`src/rtl/dpc_linebuf_ctrl.sv`:
```
// +--------------------------------------------------------------------------+
// | dpc_linebuf_ctrl: sequences LINES cascaded fifomem row-delay buffers and  |
// | presents a registered vertical pixel column to the DPC window.            |
// | Option macro: DPC_LB_BORDER_REPLICATE_EN (top-border replication).        |
// | Revision: 1.0                                                              |
// +--------------------------------------------------------------------------+
`default_nettype none

module dpc_linebuf_ctrl #(
  parameter int DSIZE = 8,
  parameter int ASIZE = 11,
  parameter int LINES = 4
) (
  input  logic                         clk,
  input  logic                         rst_n,
  input  logic [ASIZE:0]               cfg_width,
  input  logic                         i_sof,
  input  logic                         i_valid,
  input  logic [DSIZE-1:0]             i_data,
  output logic [ASIZE-1:0]             mem_addr,
  output logic [LINES-1:0]             mem_wclken,
  output logic [LINES*DSIZE-1:0]       mem_wdata,
  input  logic [LINES*DSIZE-1:0]       mem_rdata,
  output logic                         o_valid,
  output logic [(LINES+1)*DSIZE-1:0]   o_col,
  output logic [$clog2(LINES+1):0]     o_rows,
  output logic [ASIZE-1:0]             o_col_idx
);

  localparam int             c_rw        = $clog2(LINES+1) + 1;
  localparam logic [ASIZE:0] c_max_width = {1'b1, {ASIZE{1'b0}}};
  localparam logic [c_rw-1:0] c_lines    = c_rw'(LINES);

  logic [ASIZE:0]             r_width_q;
  logic [ASIZE-1:0]           r_col_cnt;
  logic [c_rw-1:0]            r_row_cnt;

  logic [ASIZE:0]             w_width_raw;
  logic [ASIZE:0]             w_width;
  logic [ASIZE-1:0]           w_col;
  logic [c_rw-1:0]            w_row;
  logic                       w_last;
  logic [DSIZE-1:0]           w_oldest;
  logic [(LINES+1)*DSIZE-1:0] w_col_nxt;

  // A start-of-frame pulse takes effect in its own cycle, so a colliding pixel is column 0 of row 0.
  assign w_width_raw = i_sof ? cfg_width : r_width_q;
  assign w_width     = (w_width_raw == '0 || w_width_raw > c_max_width) ? c_max_width : w_width_raw;
  assign w_col       = i_sof ? '0 : r_col_cnt;
  assign w_row       = i_sof ? '0 : r_row_cnt;
  assign w_last      = ({1'b0, w_col} == (w_width - 1'b1));

  assign mem_addr    = w_col;
  assign mem_wclken  = {LINES{i_valid}};

  generate
    for (genvar k = 0; k < LINES; k++) begin : g_wdata
      if (k == 0) begin : g_head
        assign mem_wdata[0 +: DSIZE] = i_data;
      end else begin : g_chain
        assign mem_wdata[k*DSIZE +: DSIZE] = mem_rdata[(k-1)*DSIZE +: DSIZE];
      end
    end
  endgenerate

  // Oldest filled row in the window; used to fill rows not yet written this frame.
  always_comb begin
    w_oldest = i_data;
    for (int k = 1; k <= LINES; k++) begin
      if (w_row == c_rw'(k)) begin
        w_oldest = mem_rdata[(k-1)*DSIZE +: DSIZE];
      end
    end
  end

  generate
    for (genvar j = 0; j <= LINES; j++) begin : g_slice
      if (j == 0) begin : g_new
        assign w_col_nxt[0 +: DSIZE] = i_data;
      end else begin : g_old
        logic [DSIZE-1:0] w_fill;
`ifdef DPC_LB_BORDER_REPLICATE_EN
        assign w_fill = w_oldest;
`else
        assign w_fill = '0;
`endif
        assign w_col_nxt[j*DSIZE +: DSIZE] = (c_rw'(j) <= w_row) ?
                                             mem_rdata[(j-1)*DSIZE +: DSIZE] : w_fill;
      end
    end
  endgenerate

  always_ff @(posedge clk) begin
    if (!rst_n) begin
      r_width_q <= '0;
      r_col_cnt <= '0;
      r_row_cnt <= '0;
      o_valid   <= 1'b0;
      o_col     <= '0;
      o_rows    <= '0;
      o_col_idx <= '0;
    end else begin
      if (i_sof) begin
        r_width_q <= cfg_width;
        r_col_cnt <= '0;
        r_row_cnt <= '0;
      end
      if (i_valid) begin
        if (w_last) begin
          r_col_cnt <= '0;
          r_row_cnt <= (w_row == c_lines) ? w_row : w_row + 1'b1;
        end else begin
          r_col_cnt <= w_col + 1'b1;
          r_row_cnt <= w_row;
        end
        o_valid   <= 1'b1;
        o_col_idx <= w_col;
        o_col     <= w_col_nxt;
        o_rows    <= w_row;
      end else begin
        o_valid   <= 1'b0;
      end
    end
  end

endmodule

`default_nettype wire

```
`config.mk`:
```
export PLATFORM = sky130hd
export DESIGN_NAME = dpc_linebuf_ctrl
export DESIGN_NICKNAME = d
export VERILOG_FILES = /design/src/rtl/dpc_linebuf_ctrl.sv
export SDC_FILE = /design/constraint.sdc
export NUM_CORES = 1
export LEC_CHECK = 0
export ABC_AREA = 0
export ABC_CLOCK_PERIOD_IN_PS = 6250
export CORE_ASPECT_RATIO = 1.2
export CORE_MARGIN = 2
export CORE_UTILIZATION = 45
export CTS_CLUSTER_DIAMETER = 80
export DETAILED_ROUTE_END_ITERATION = 7
export PLACE_DENSITY_LB_ADDON = 0.1
export SETUP_SLACK_MARGIN = 0.3
export SYNTH_ARGS = -nofsm -noshare
export SYNTH_HDL_FRONTEND = slang
export SYNTH_SLANG_ARGS = --single-unit
```
`constraint.sdc`:
```
create_clock -name clk -period 6.25 [get_ports clk]
set_clock_uncertainty 0.1 [all_clocks]
set_input_delay 0.9375 -clock clk [delete_from_list [all_inputs] [get_ports clk]]
set_output_delay 0.9375 -clock clk [all_outputs]
set_load 0.05 [all_outputs]
```
==> Word-level counts from Yosys, hierarchy flattened <==
Cells that the tools add are included.
{ "word_totals": {"register_bits": 83, "in_bits": 56, "out_inout_bits": 103, "elab_cells": 33} }
{ "op_classes": {"addsub": 3, "n_lt_le_gt_ge": 5, "eq_ne": 2, "mux": 14, "reduce_logical": 2} }
{ "op_table": {"columns": ["operator", "count"], "rows": [
  ["$mux 11", 3],
  ["$mux 8", 4],
  ["$mux 12", 2],
  ["$mux 4", 4],
  ["$eq 11x12->1", 1],
  ["$gt 12x12->1 const B", 1],
  ["$logic_not 12->1", 1],
  ["$sub 12x1->12 const B", 1],
  ["$add 11x1->11 const B", 1],
  ["$le 2x4->1 const A", 2],
  ["$add 4x1->4 const B", 1],
  ["$eq 4x3->1 const B", 1],
  ["$le 1x4->1 const A", 1],
  ["$le 3x4->1 const A", 1],
  ["$logic_or 1x1->1", 1],
  ["$mux 1", 1]
]} }

==> Depth between registers and ports, before layout <==
Gate-level depths: netlist (run 1).
{ "depth": {"depth_word": 8, "depth_mapped": 18, "ltp_nobuf": 14} }

==> Least setup slack after synthesis (run 1) <==
No wires, ideal clock.
{ "synth_path": {"path_type": "input-to-reg", "startpoint": "in i_sof", "endpoint": "reg r_row_cnt[2]", "setup_ns": 0.116, "arrival_time_ns": 4.959, "required_ns": 6.034, "slack_ns": 1.075, "path_stages": 16, "path_buffers": 3, "cell_sequence": "or4_1 > a222oi_1 > a21oi_1 > or2_1 > nand2_1 > ha_1 > clkbuf_1 > nand2b_1 > a21oi_1 > a211oi_1 > nand4_1 > or4_1 > buf_2 > or3_4 > buf_6 > o211a_1"} }
{ "synth_via": {"elab_chain_len": 8, "elab_cells_between_ends": 14, "classes_between": "add/sub (2); order compare (1); eq/ne (2); mux (7); reduce/logical (2)"} }
{ "synth_lines": {"columns": ["item", "line", "text"], "rows": [
  ["start, declared", "17", "input logic i_sof,"],
  ["$mux 12", null, null],
  ["$gt 12x12->1 or $logic_not 12->1 (tied branches)", "48", "assign w_width = (w_width_raw == '0 || w_width_raw > c_max_width) ? c_max_width : w_width_raw;"],
  ["$logic_or 1x1->1", "48", null],
  ["$mux 12", "48", null],
  ["$sub 12x1->12", "51", "assign w_last = ({1'b0, w_col} == (w_width - 1'b1));"],
  ["$eq 11x12->1", "51", null],
  ["$mux 4", "109", "if (w_last) begin"],
  ["$mux 4 (*)", "108", "if (i_valid) begin"],
  ["end signal, assigned", "111", "r_row_cnt <= (w_row == c_lines) ? w_row : w_row + 1'b1;"],
  ["end signal, assigned", "114", "r_row_cnt <= w_row;"],
  ["end, declared", "36", "logic [c_rw-1:0] r_row_cnt;"]
]} }
Every way passes the cells marked *; elsewhere a longest branch is shown, timed or not.
A chain may end at the register's enable or synchronous reset.

==> Worst setup path in the final report (run 1) <==
Same ends and word-level chain as after synthesis.

==> flow_metrics.env, run 1 <==
export IMPL_timing_fmax_ghz=0.179
export IMPL_reg2regPathDepth=15
export IMPL_p_leak_nw=2.28
export IMPL_synthCells=476
export IMPL_post_cts_buffers=0
export IMPL_die_height_um=111
export IMPL_drive_above_1_share_pct=6.13
export IMPL_relSlewSlack_pct=37.8
export IMPL_path_clk_slew_ns=0.06
export IMPL_synth_area_top_cells="dfxtp_1 (38%), nor2b_1 (10%), mux2i_1 (8.1%)"
export IMPL_finalHoldViolations=0
export IMPL_place_detailed_hpwl_mm=7.85
export IMPL_p_per_area_nw_per_um2=222
export IMPL_ys_warn_count=0
export IMPL_path_common_cell="buf_4"
export IMPL_core_sq_um=9420
export IMPL_ant_nets=0
export IMPL_rsz0062_at_grt="false"
export IMPL_cts_root_buf="clkbuf_16"
export IMPL_worst_path_max_fanout=28
export IMPL_crit_chain="clkdlybuf4s50_1, buf_4, or3_1, a222oi_1, buf_4, a21oi_1, or2_1, nand2_1, ha_2, or2_2, o22ai_1, a211oi_1, a221o_1, nand4_1, or4_1, or3_4, o211a_1"
export IMPL_fin_setup_tns_ns=0
export IMPL_netlist_top_cells_count="dfxtp_1 (83), nor2b_1 (69), buf_4 (36), mux2i_1 (35), a22oi_1 (33)"
export IMPL_timing_rr_start="r_width_q[2]"
export IMPL_dpl_worst_slack_ns=0.215
export IMPL_clock_path_buffers=2
export IMPL_worst_slack_ns=0.670
export IMPL_worstMarginPinSlew_ns=0.933
export IMPL_clock_latency_ns=0.33
export IMPL_hold_start="o_rows[3]"
export IMPL_io_buffers=158
export IMPL_syn_cell_area_sq_um=4320
export IMPL_multi_input_area_sq_um=2230
export IMPL_synth_largest_area_cell="dfxtp_1"
export IMPL_wire_per_inst_um=15.5
export IMPL_cp_top_family="simple AND/OR/NAND/NOR gates"
export IMPL_cts_buffers=9
export IMPL_period_minus_slack_ns=5.58
export IMPL_die_w_um=93.4
export IMPL_worst_ir_drop_vdd_mv=0.138
export IMPL_register_area_sq_um=1660
export IMPL_gp_congestion=0.893
export IMPL_syn_area_per_cell_sq_um=9.07
export IMPL_arrival_ns=5.70
export IMPL_hold_end="o_rows[3]"
export IMPL_cts_max_level=3
export IMPL_power_mw=1.33
export IMPL_grt_ovfl_total=0
export IMPL_grt_usage_pct=21.1
export IMPL_report_final_slew_viol_count=0
export IMPL_area_growth_syn_to_layout_pct=39.0
export IMPL_yosys_register_bits=83
export IMPL_async_flop_share_pct=0
export IMPL_grt_max_degree=87
export IMPL_antenna_found_initial=0
export IMPL_crit_buf_inv=3
export IMPL_viasPerCell=5.32
export IMPL_critPathRequiredTime_ns=6.37
export IMPL_rows=39
export IMPL_crit_type="in2reg"
export IMPL_final_util_pct=63.7
export IMPL_n_fill_cell=775
export IMPL_slowest_stage="clkdlybuf4s50_1"
export IMPL_dieArea_sq_um=10400
export IMPL_timing_hold_ws_ns=0.383
export IMPL_pin_count=159
export IMPL_drv_cap=0
export IMPL_firstDrtPassIters=4
export IMPL_regToRegEndpoint="r_row_cnt[2]"
export IMPL_period_share_pct=89.3
export IMPL_grt_pass1_wl_mm=17.8
export IMPL_hold_class="reg2reg"
export IMPL_start_util_pct=45.8
export IMPL_drt_iter0_markers=215
export IMPL_cts_sinks=83
export IMPL_synth_ff_type="dfxtp_1"
export IMPL_wirelength_mm=11.0
export IMPL_worstHoldPathCells=2
export IMPL_status="completed"
export IMPL_yosysSeqAreaShare_pct=38.5
export IMPL_grt_pass1_vias=3752
export IMPL_diodes=0
export IMPL_yosys_area_top_type_share_pct=38.5
export IMPL_max_stage_delay_ns=0.65
export IMPL_num_vias=3774
export IMPL_crit_path_start_kind="primary input"
export IMPL_fin_nets=644
export IMPL_synthesis_nets=537
export IMPL_end_kind="flip-flop"
export IMPL_rrSetupSlack_ns=1.70
export IMPL_yosysUniqueCellTypes=56
export IMPL_cts_tree="done"
export IMPL_synthMostInstantiatedCell="dfxtp_1"
export IMPL_setup_violations_final=0
export IMPL_remaining_drc_errors=0
export IMPL_synth_edff_count=0
[sequential cells by signal, indices dropped and copies added, names as in the netlist]
name and count:
o_rows 4, o_col_idx 11, r_col_cnt 11, o_valid 1, r_width_q 12, r_row_cnt 4, o_col 40
[power by group]
part           internal, mW  switching (mW)  leakage (nW)  total [mW]
combinational         0.103           0.133          1.45       0.236
sequential            0.538         0.00551         0.673       0.543
clock                 0.351           0.202         0.155       0.553
total                 0.992           0.341          2.28        1.33
[routing by layer]
layer,global-route usage (%),share of wire [%],vias to the layer above
met2,34.9,50,142
li1,-,-,1847
met5,0,0,-
met4,9.61,2.8,0
met1,25.1,41,1759
met3,6.25,6.8,26
[placed cells by master (no fill, tap or decap), types with 3 or more instances in the layout]
cell,synthesis,routed
xor2_1,7,7
and3_1,12,12
o22ai_1,5,5
nand2_1,22,22
inv_1,7,7
clkdlybuf4s50_1,0,156
nor3_1,8,8
mux2_2,5,5
xnor2_1,11,11
ha_1,5,4
a22oi_1,33,33
nor2_1,17,17
or4_1,3,3
and2_1,7,7
nor2b_1,69,69
mux2i_1,35,35
nand2b_1,11,11
buf_4,36,5
clkbuf_8,0,4
dfxtp_1,83,83
nand3_1,8,8
clkbuf_16,0,9
a211oi_1,4,4
nand4_1,4,4
or3_1,4,4
nand3b_1,4,4
a21oi_1,6,6
o21ai_0,3,3
[worst max path at each step]
| stage | start | slack, ns | cells after the start | to |
|---|---|---|---|---|
| floorplan | i_sof | 1.07 | 16 | r_row_cnt[2] |
| global placement | i_sof | 0.38 | 17 | r_row_cnt[2] |
| detailed placement | i_sof | 0.22 | 17 | r_row_cnt[2] |
| CTS | i_sof | 0.55 | 17 | r_row_cnt[2] |
| global route | i_sof | 0.39 | 17 | r_row_cnt[2] |
| finish | i_sof | 0.67 | 17 | r_row_cnt[2] |
[worst min-delay path, cell delays in order (launching register included)]
cell and delay, ns:
dfxtp_1 0.31, nand2_1 0.06, a21boi_0 0.06
[per-stage QoR]
stage	instances	instance area, sq um
2_1_floorplan	476	4320
3_3_place_gp	695	5690
3_5_place_dp	695	5690
4_1_cts	710	6000
5_1_grt	710	6000
6_report	710	6000
[repair_timing]
item	CTS	global route
hold buffers	0	0
resized for setup	0	1
setup endpoints to repair	0	10
[cells by family after synthesis]
| family | count (synthesis) | synth area share (%) |
|---|---|---|
| buf+inv | 75 | 9.85 |
| compound gates | 72 | 12.3 |
| flops | 83 | 38.5 |
| fa+ha+maj | 5 | 1.45 |
| mux | 40 | 9.42 |
| simple gates | 183 | 24.8 |
| xor+xnor | 18 | 3.65 |
[cell type report]
class                      instances  area share (%)
tap                              123            2.56
clock inverter                     1           0.500
inverter                           8           0.500
clock buffer                      14            4.73
multi-input combinational        318            37.2
timing repair buffer             163            26.8
sequential                        83            27.7
Note: power is estimated with default switching activity, not from simulation.
==> run 2: changes to the inputs <==
Settings changed: CORE_MARGIN 2 to 8, SKIP_CTS_REPAIR_TIMING from default to 1, SLEW_MARGIN from default to 20.
==> flow_metrics.env, run 2 (synthesized netlist as in run 1, its figures left out) <==
export IMPL_worstMarginPinSlew_ns=0.905
export IMPL_cts_max_level=3
export IMPL_ant_nets=0
export IMPL_relSlewSlack_pct=39.6
export IMPL_power_mw=1.28
export IMPL_stdcell_area_sq_um=5970
export IMPL_drive_above_1_share_pct=6.29
export IMPL_grt_max_degree=87
export IMPL_period_share_pct=86.4
export IMPL_core_sq_um=9420
export IMPL_gp_congestion=0.856
export IMPL_place_detailed_hpwl_mm=8.90
export IMPL_largest_register_ffs=40
export IMPL_worst_ir_drop_vdd_mv=0.153
export IMPL_rows=39
export IMPL_remaining_drc_errors=0
export IMPL_place_area_sq_um=5690
export IMPL_timing_fmax_ghz=0.185
export IMPL_hold_class="reg2reg"
export IMPL_grt_pass1_wl_mm=19.3
export IMPL_worst_slack_ns=0.851
export IMPL_clkPwrFrac_pct=39.0
export IMPL_antenna_found_initial=0
export IMPL_largestRegisters="o_col: 40 flops, r_width_q: 12 flops"
export IMPL_comb_power_share_pct=18.6
export IMPL_status="completed"
export IMPL_num_vias=3740
export IMPL_grt_ovfl_total=0
export IMPL_pin_count=159
export IMPL_crit_path_start_kind="primary input"
export IMPL_switching_power_uw=350
export IMPL_place_inst=695
export IMPL_die_height_um=123
export IMPL_wirelength_mm=12.0
export IMPL_fin_nets=644
export IMPL_grt_pass1_vias=3886
export IMPL_grt_usage_pct=18.5
export IMPL_layout_common_cells="clkdlybuf4s50_1 (155), dfxtp_1 (83), nor2b_1 (69)"
export IMPL_fin_setup_tns_ns=0
export IMPL_p_leak_nw=2.27
export IMPL_seq_power_share_pct=42.4
export IMPL_crit_type="in2reg"
export IMPL_wire_per_inst_um=16.9
export IMPL_p_per_area_nw_per_um2=214
export IMPL_area_growth_syn_to_layout_pct=38.3
export IMPL_drt_iter0_markers=146
export IMPL_io_buffers=158
export IMPL_rsz0062_at_grt="false"
export IMPL_cts_root_buf="clkbuf_16"
export IMPL_layout_commonest_cell="clkdlybuf4s50_1"
export IMPL_start_util_pct=45.8
export IMPL_p_sw_share_pct=27.4
export IMPL_worst_path_max_fanout=14
export IMPL_cts_buffers=9
export IMPL_drv_cap=0
export IMPL_path_clk_slew_ns=0.06
export IMPL_cts_sinks=83
export IMPL_clock_latency_ns=0.34
export IMPL_report_final_slew_viol_count=0
export IMPL_setup_violations_final=0
export IMPL_critPathRequiredTime_ns=6.39
export IMPL_period_minus_slack_ns=5.40
export IMPL_largest_register="o_col"
export IMPL_die_w_um=105
export IMPL_p_int_uw=930
export IMPL_viasPerCell=5.26
export IMPL_cts_tree="done"
export IMPL_fin_cells=711
export IMPL_dieArea_sq_um=13000
export IMPL_dpl_worst_slack_ns=0.131
export IMPL_diodes=0
export IMPL_clock_path_buffers=2
export IMPL_finalHoldViolations=0
export IMPL_firstDrtPassIters=4
export IMPL_arrival_ns=5.54
export IMPL_end_kind="flip-flop"
run 2: cell count changes in the layout (fill, tap and decap cells not counted):
cell / delta
dlymetal6s2s_1: +1
clkinv_2: +2
clkinvlp_4: +2
clkbuf_8: -2
clkdlybuf4s50_1: -1
bufinv_16: -1
run 2: power groups by stage:
stage,logic (mW),registers (mW),clock network (mW)
after floorplan,0.151,0.566,0
after global placement,0.236,0.555,0
after detailed placement,0.238,0.555,0
after CTS,0.239,0.543,0.510
after global routing,0.254,0.544,0.536
final,0.238,0.543,0.499
run 2: worst paths after layout:
path	from	endpoint	slack (ns)	cells past startpoint
worst max-delay path	cfg_width[2]	r_row_cnt[2]	0.85	16
worst min-delay path	o_rows[3]	o_rows[3]	0.37	2
worst max register to register	r_width_q[2]	r_row_cnt[2]	1.63	15
worst min register to register	o_rows[3]	o_rows[3]	0.37	2
run 2: worst max-delay path: stages:
cell and delay, ns:
clkdlybuf4s50_1 0.50, or4b_4 0.58, a222oi_1 0.43, buf_4 0.23, a21oi_1 0.13, or2_1 0.28
nand2_1 0.07, ha_2 0.32, or2_2 0.16, o22ai_1 0.09, a211oi_1 0.20, a221o_1 0.18
nand4_1 0.08, or4_1 0.60, or3_4 0.48, o211a_1 0.24
run 2: layer usage:
layer  global-route usage [%]  vias up  part of all wire (%)
li1                         -     1834                     -
met1                     19.7     1751                    39
met2                     31.4      125                    50
met3                     7.87       30                   7.6
met4                     8.58        0                   3.1
met5                        0        -                     0
run 2: through the flow:
step	hold WS (ns)	util (%)
6_report	0.371	63.4
5_1_grt	0.390	63.4
4_1_cts	0.376	63.4
3_5_place_dp	0.369	60.4
3_3_place_gp	0.367	60.4
2_1_floorplan	0.389	-
run 2: final cells by class:
| cell class | count | area, sq um |
|---|---|---|
| Inverter | 8 | 30.0 |
| Clock inverter | 4 | 25.0 |
| Multi-Input combinational cell | 318 | 2230 |
| Fill cell | 797 | 3450 |
| Tap cell | 123 | 154 |
| Timing Repair Buffer | 163 | 1610 |
| Clock buffer | 12 | 256 |
| Sequential cell | 83 | 1660 |
